File: src/rtl/mips_multicycle_if.sv
// Unified instruction/data memory port with a ready handshake.
// The core is the master; it holds a request until the cycle that has mem_ready=1.
interface mips_multicycle_if;
  logic        mem_req;
  logic        mem_wr;
  logic [31:0] mem_addr;
  logic [31:0] mem_writedata;
  logic [31:0] mem_readdata;
  logic        mem_ready;

  modport master (
    output mem_req, mem_wr, mem_addr, mem_writedata,
    input  mem_readdata, mem_ready
  );

  modport slave (
    input  mem_req, mem_wr, mem_addr, mem_writedata,
    output mem_readdata, mem_ready
  );
endinterface

File: src/rtl/mips_multicycle.sv
// Multicycle MIPS subset core (add/sub/and/or/slt/addi/lw/sw/beq/j).
// One shared memory port with wait states; unknown encodings halt in TRAP until reset.
module mips_multicycle #(
  parameter logic [31:0] RESET_PC  = 32'h0000_0000,
  parameter bit          REG_CLEAR = 1'b1
) (
  input  logic              clk,
  input  logic              reset,
  mips_multicycle_if.master mem,
  output logic [31:0]       pc,
  output logic              retire,
  output logic              halted
);
  localparam logic [5:0] OP_RTYPE = 6'h00, OP_J  = 6'h02, OP_BEQ = 6'h04;
  localparam logic [5:0] OP_ADDI  = 6'h08, OP_LW = 6'h23, OP_SW  = 6'h2B;
  localparam logic [5:0] F_ADD = 6'h20, F_SUB = 6'h22, F_AND = 6'h24;
  localparam logic [5:0] F_OR  = 6'h25, F_SLT = 6'h2A;

  typedef enum logic [2:0] {FETCH, DECODE, EXEC, MEM, WB, TRAP} state_t;

  state_t      state_q, state_d;
  logic [31:0] pc_q, pc_d, npc_q, npc_d, ir_q, ir_d;
  logic [31:0] a_q, a_d, b_q, b_d, alu_q, alu_d, mdr_q, mdr_d;
  logic        active_q;
  logic [31:0] rf_q [32];

  logic [5:0]  op, funct;
  logic [4:0]  rs, rt, rd, rf_waddr;
  logic [31:0] imm_sext, rs_val, rt_val, alu_r, rf_wdata;
  logic        legal, rf_we;

  assign op       = ir_q[31:26];
  assign rs       = ir_q[25:21];
  assign rt       = ir_q[20:16];
  assign rd       = ir_q[15:11];
  assign funct    = ir_q[5:0];
  assign imm_sext = {{16{ir_q[15]}}, ir_q[15:0]};
  assign rs_val   = (rs == 5'd0) ? 32'd0 : rf_q[rs];
  assign rt_val   = (rt == 5'd0) ? 32'd0 : rf_q[rt];
  assign legal    = ((op == OP_RTYPE) && (funct inside {F_ADD, F_SUB, F_AND, F_OR, F_SLT}))
                 || (op inside {OP_J, OP_BEQ, OP_ADDI, OP_LW, OP_SW});

  always_comb begin
    case (funct)
      F_ADD:   alu_r = a_q + b_q;
      F_SUB:   alu_r = a_q - b_q;
      F_AND:   alu_r = a_q & b_q;
      F_OR:    alu_r = a_q | b_q;
      F_SLT:   alu_r = ($signed(a_q) < $signed(b_q)) ? 32'd1 : 32'd0;
      default: alu_r = 32'd0;
    endcase
  end

  // Bus outputs decode registered state only; active_q keeps the port quiet
  // for the first cycle after reset so a reset mid-access drops mem_req at once.
  assign mem.mem_req       = active_q && ((state_q == FETCH) || (state_q == MEM));
  assign mem.mem_wr        = (state_q == MEM) && (op == OP_SW);
  assign mem.mem_addr      = (state_q == MEM) ? alu_q : pc_q;
  assign mem.mem_writedata = b_q;
  assign pc                = pc_q;
  assign halted            = (state_q == TRAP);

  always_comb begin
    state_d  = state_q;
    pc_d     = pc_q;
    npc_d    = npc_q;
    ir_d     = ir_q;
    a_d      = a_q;
    b_d      = b_q;
    alu_d    = alu_q;
    mdr_d    = mdr_q;
    retire   = 1'b0;
    rf_we    = 1'b0;
    rf_waddr = (op == OP_RTYPE) ? rd : rt;
    rf_wdata = (op == OP_LW) ? mdr_q : alu_q;
    case (state_q)
      FETCH: begin
        if (active_q && mem.mem_ready) begin
          ir_d    = mem.mem_readdata;
          npc_d   = pc_q + 32'd4;
          state_d = DECODE;
        end
      end
      DECODE: begin
        a_d     = rs_val;
        b_d     = rt_val;
        alu_d   = npc_q + {imm_sext[29:0], 2'b00};
        state_d = legal ? EXEC : TRAP;
      end
      EXEC: begin
        case (op)
          OP_RTYPE: begin alu_d = alu_r;          state_d = WB;  end
          OP_ADDI:  begin alu_d = a_q + imm_sext; state_d = WB;  end
          OP_LW,
          OP_SW:    begin alu_d = a_q + imm_sext; state_d = MEM; end
          OP_BEQ: begin
            pc_d    = (a_q == b_q) ? alu_q : npc_q;
            retire  = 1'b1;
            state_d = FETCH;
          end
          OP_J: begin
            pc_d    = {npc_q[31:28], ir_q[25:0], 2'b00};
            retire  = 1'b1;
            state_d = FETCH;
          end
          default: state_d = TRAP;
        endcase
      end
      MEM: begin
        if (mem.mem_ready) begin
          if (op == OP_SW) begin
            pc_d    = npc_q;
            retire  = 1'b1;
            state_d = FETCH;
          end else begin
            mdr_d   = mem.mem_readdata;
            state_d = WB;
          end
        end
      end
      WB: begin
        rf_we   = (rf_waddr != 5'd0);
        pc_d    = npc_q;
        retire  = 1'b1;
        state_d = FETCH;
      end
      TRAP:    state_d = TRAP;
      default: state_d = TRAP;
    endcase
  end

  always_ff @(posedge clk) begin
    if (reset) begin
      state_q  <= FETCH;
      pc_q     <= RESET_PC;
      npc_q    <= RESET_PC;
      ir_q     <= '0;
      a_q      <= '0;
      b_q      <= '0;
      alu_q    <= '0;
      mdr_q    <= '0;
      active_q <= 1'b0;
    end else begin
      state_q  <= state_d;
      pc_q     <= pc_d;
      npc_q    <= npc_d;
      ir_q     <= ir_d;
      a_q      <= a_d;
      b_q      <= b_d;
      alu_q    <= alu_d;
      mdr_q    <= mdr_d;
      active_q <= 1'b1;
    end
  end

  for (genvar gi = 0; gi < 32; gi++) begin : g_rf
    always_ff @(posedge clk) begin
      if (reset) begin
        if (REG_CLEAR) rf_q[gi] <= '0;
      end else if (rf_we && (rf_waddr == 5'(gi))) begin
        rf_q[gi] <= rf_wdata;
      end
    end
  end
endmodule

File: src/flat_wrapper.sv
// flat-port wrapper written by rule: the top's interface ports become plain ports
module mips_multicycle_flat 
#(
  parameter logic [31:0] RESET_PC  = 32'h0000_0000,
  parameter bit          REG_CLEAR = 1'b1
)
  (clk, reset, pc, retire, halted, mem_mem_req, mem_mem_wr, mem_mem_addr, mem_mem_writedata, mem_mem_readdata, mem_mem_ready);
  mips_multicycle_if mem_i ();
  input  logic clk;
  input  logic reset;
  output logic [31:0] pc;
  output logic retire;
  output logic halted;
  output wire logic [$bits(mem_i.mem_req)-1:0] mem_mem_req;
  output wire logic [$bits(mem_i.mem_wr)-1:0] mem_mem_wr;
  output wire logic [$bits(mem_i.mem_addr)-1:0] mem_mem_addr;
  output wire logic [$bits(mem_i.mem_writedata)-1:0] mem_mem_writedata;
  input wire logic [$bits(mem_i.mem_readdata)-1:0] mem_mem_readdata;
  input wire logic [$bits(mem_i.mem_ready)-1:0] mem_mem_ready;
  assign mem_mem_req = mem_i.mem_req;
  assign mem_mem_wr = mem_i.mem_wr;
  assign mem_mem_addr = mem_i.mem_addr;
  assign mem_mem_writedata = mem_i.mem_writedata;
  assign mem_i.mem_readdata = mem_mem_readdata;
  assign mem_i.mem_ready = mem_mem_ready;
  mips_multicycle #(.RESET_PC(RESET_PC), .REG_CLEAR(REG_CLEAR)) u_core (.clk(clk), .reset(reset), .mem(mem_i), .pc(pc), .retire(retire), .halted(halted));
endmodule
File: config.mk
export PLATFORM = sky130hd
export DESIGN_NAME = mips_multicycle_flat
export DESIGN_NICKNAME = d
export VERILOG_FILES = /design/src/rtl/mips_multicycle_if.sv /design/src/rtl/mips_multicycle.sv /design/src/flat_wrapper.sv
export SDC_FILE = /design/constraint.sdc
export NUM_CORES = 2
export LEC_CHECK = 0
export CORE_MARGIN = 2
export CORE_UTILIZATION = 50
export DETAILED_ROUTE_END_ITERATION = 7
export PLACE_DENSITY_LB_ADDON = 0.25
export SLEW_MARGIN = 0
export SYNTH_ARGS = -nofsm -noshare
export SYNTH_HDL_FRONTEND = slang
export SYNTH_SLANG_ARGS = --single-unit
File: constraint.sdc
create_clock -name clk -period 8.5 [get_ports clk]
set_input_delay 0.85 -clock clk [delete_from_list [all_inputs] [get_ports clk]]
set_output_delay 0.85 -clock clk [all_outputs]
set_load 0.005 [all_outputs]
==> results.toml <==
[floorplanning]
die_y_um = 378
ioPinCount = 135
num_rows = 137
start_util_pct = 50.3
core_area_um2 = 139000
die_w_um = 378
dieArea_um2 = 143000

[global_route]
grt_pass1_wl_um = 358000
grt_overflow = 0
antenna_found_initial = 10
grt_max_degree = 175
grt_pass1_vias = 50300
grt.total_usage_pct = 35.3

[synthesis]
ys_top_cells_by_count = "nor2_1, edfxtp_1, mux4_2, nand2_1, clkbuf_1"
avgSynthCellArea_um2 = 12.1
synthArstFlopShare_pct = 0
synthTopCellsByArea = "edfxtp_1, mux4_2, nor2_1, dfxtp_1, ha_1"
synth_ff_type = "edfxtp_1"
synth.top_cell.area_share_pct = 43.9
synthDistinctLibCells = 88
ys_seq_area_share_pct = 50.7
syn_area_um2 = 70100
synth_area_leader_cell = "edfxtp_1"
synth_seq_cells = 1262
synthCells = 5787
yosysMostFrequentCell = "nor2_1"
yosysWarnings = 0
synth_edf_count = 1024

[hold_path]
hp-start = "u_core.alu_q[2]$_SDFFE_PP0P_"
min_path_type = "reg -> reg"

[pwr]
p_per_area_nw_per_um2 = 218
peakVddDrop_uv = 204
p_leak_nw = 25.7
power_mw = 17.1

[route]
via_per_inst = 6.79
wl_per_cell_um = 32.8
drtPass1Iterations = 8
finalWirelength_um = 253000
drt_iter0_drc = 7635
vias = 52300
drc = 0
antenna_left = 0

[cells_and_area]
fin_util_pct = 56.1
drive_gt1_share_pct = 18.9
fin_cells = 7708
area_growth_pct = 11.7
fin_nets = 5924

[setup_path]
cp.required_ps = 7650
worstPathMaxFanout = 61
start_kind = "flip-flop"
worstPathArrival_ps = 3810
crit_type = "reg -> out"
r2r_start = "u_core.ir_q[29]$_SDFFE_PP0P_"
endpoint_kind = "output port"
startpoint = "u_core.ir_q[27]$_SDFFE_PP0P_"

[placement]
gp_congestion = 1.01
place_inst = 7446
hpwl_um = 157000
port_buffers = 134

[sta]
min_period_ps = 4660
worst_pin_slew_ps = 1270
finalHoldViolations = 0
fmax_mhz = 215
skew_ps = 30.4
drv_slew = 0
setup_viol = 0
setup_tns_ps = 0
post-route-period-util_pct = 54.8
slew_headroom_pct = 13.3
grt_setup_unrepaired = "false"

[cts]
cts_sinks = 1262
clock_latency_ps = 810
cts_tree = "built"
cts_setup_buffers = 0
cts_root_buf = "clkbuf_16"
cts_resized = 0
clk_path_buf_depth = 3
cts.clk_slew.worst_paths_ps = 60
htreeDepth = 4
cts_hold_buf = 0
cts_made_buffers = 141

[outcome]
outcome = "finished clean"

[job]
maxCapViolCount = 0
## sequential cells by signal (all words and copies together), names as in the netlist, named ones only
| name | flops |
|---|---|
| u_core.a_q | 32 |
| u_core.npc_q | 32 |
| u_core.ir_q | 32 |
| u_core.mem.mem_writedata | 32 |
| u_core.pc | 32 |
| u_core.alu_q | 32 |
| u_core.active_q | 1 |
| u_core.state_q | 3 |
| u_core.mdr_q | 32 |
| u_core.rf_q | 1024 |
## report_power, final
group / switching, mW / leakage (nW) / internal [mW] / total, mW
Combinational: 2.28 / 10.9 / 1.32 / 3.60
Sequential: 0.365 / 12.5 / 6.95 / 7.32
Clock: 2.62 / 2.23 / 3.54 / 6.17
## layout make-up
cell class,instances,area (um2)
well taps,1876,2350
diodes,6,15.0
clock inverters,67,709
flip-flops and latches,1262,35500
repair buffers,255,2340
inverters,118,443
clock buffers,189,3860
fillers,11400,61100
multi-input cells,3935,33000
## layout by cell type (no fill, tap or decap), types with 25 or more instances in the layout
cell type / netlist / layout
nor2_1: 1356 / 1354
edfxtp_1: 1024 / 1024
mux4_2: 640 / 640
nand2_1: 443 / 379
a21oi_1: 320 / 318
dfxtp_1: 238 / 227
ha_1: 172 / 172
clkbuf_16: 0 / 144
clkdlybuf4s50_1: 0 / 133
inv_1: 116 / 115
buf_4: 1 / 114
o21ai_0: 98 / 95
a211oi_1: 85 / 85
mux2i_1: 112 / 82
xnor2_1: 64 / 64
nor3_1: 57 / 57
nand2_2: 0 / 55
a21o_1: 51 / 51
nand3_1: 41 / 41
clkbuf_1: 420 / 36
o22ai_1: 35 / 35
xor2_1: 34 / 34
conb_1: 1 / 32
mux2i_4: 0 / 30
a31oi_1: 27 / 26
nand2b_1: 25 / 25
## per-stage QoR
step | hold slack [ps] | setup WS [ps] | area, um2
6_report | 471 | 3840 | 78200
5_1_grt | 470 | 3600 | 78200
4_1_cts | 452 | 3880 | 78200
3_5_place_dp | 454 | 3980 | 73600
3_3_place_gp | 448 | 4130 | 73600
2_1_floorplan | 432 | 4920 | 70200
## final timing paths
| kind | depth (start not counted) | end | slack, ps |
|---|---|---|---|
| worst min-delay path | 2 | u_core.alu_q[2]$_SDFFE_PP0P_ | 470 |
| worst min register to register | 2 | u_core.alu_q[2]$_SDFFE_PP0P_ | 470 |
| worst max register to register | 8 | u_core.rf_q[5][3]$_SDFFCE_PN0P_ | 3840 |
| worst max-delay path | 7 | retire | 3840 |
## critical path, cell delays in order (launching register included)
cell and delay (ps):
dfxtp_1 520, and3_1 380, nand3_1 340, o32ai_1 340, a31oi_4 120, buf_4 360
inv_1 350, clkdlybuf4s50_1 570
## layer usage
metal	part of all wire [%]	global-route usage, %	vias up
li1	-	-	21500
met2	45	54.3	3850
met1	35	44.7	26200
met5	0.040	0	-
met4	6.4	19.3	14
met3	13	11.1	796
## cell families after synthesis
logic type	synth area share [%]
compound gates	7.41
other cells	0.00535
buf+inv	3.38
flops	50.7
simple gates	11.9
fa+ha+maj	3.20
xor+xnor	1.23
mux	22.2
No activity file was read; power rests on OpenSTA's default activity.
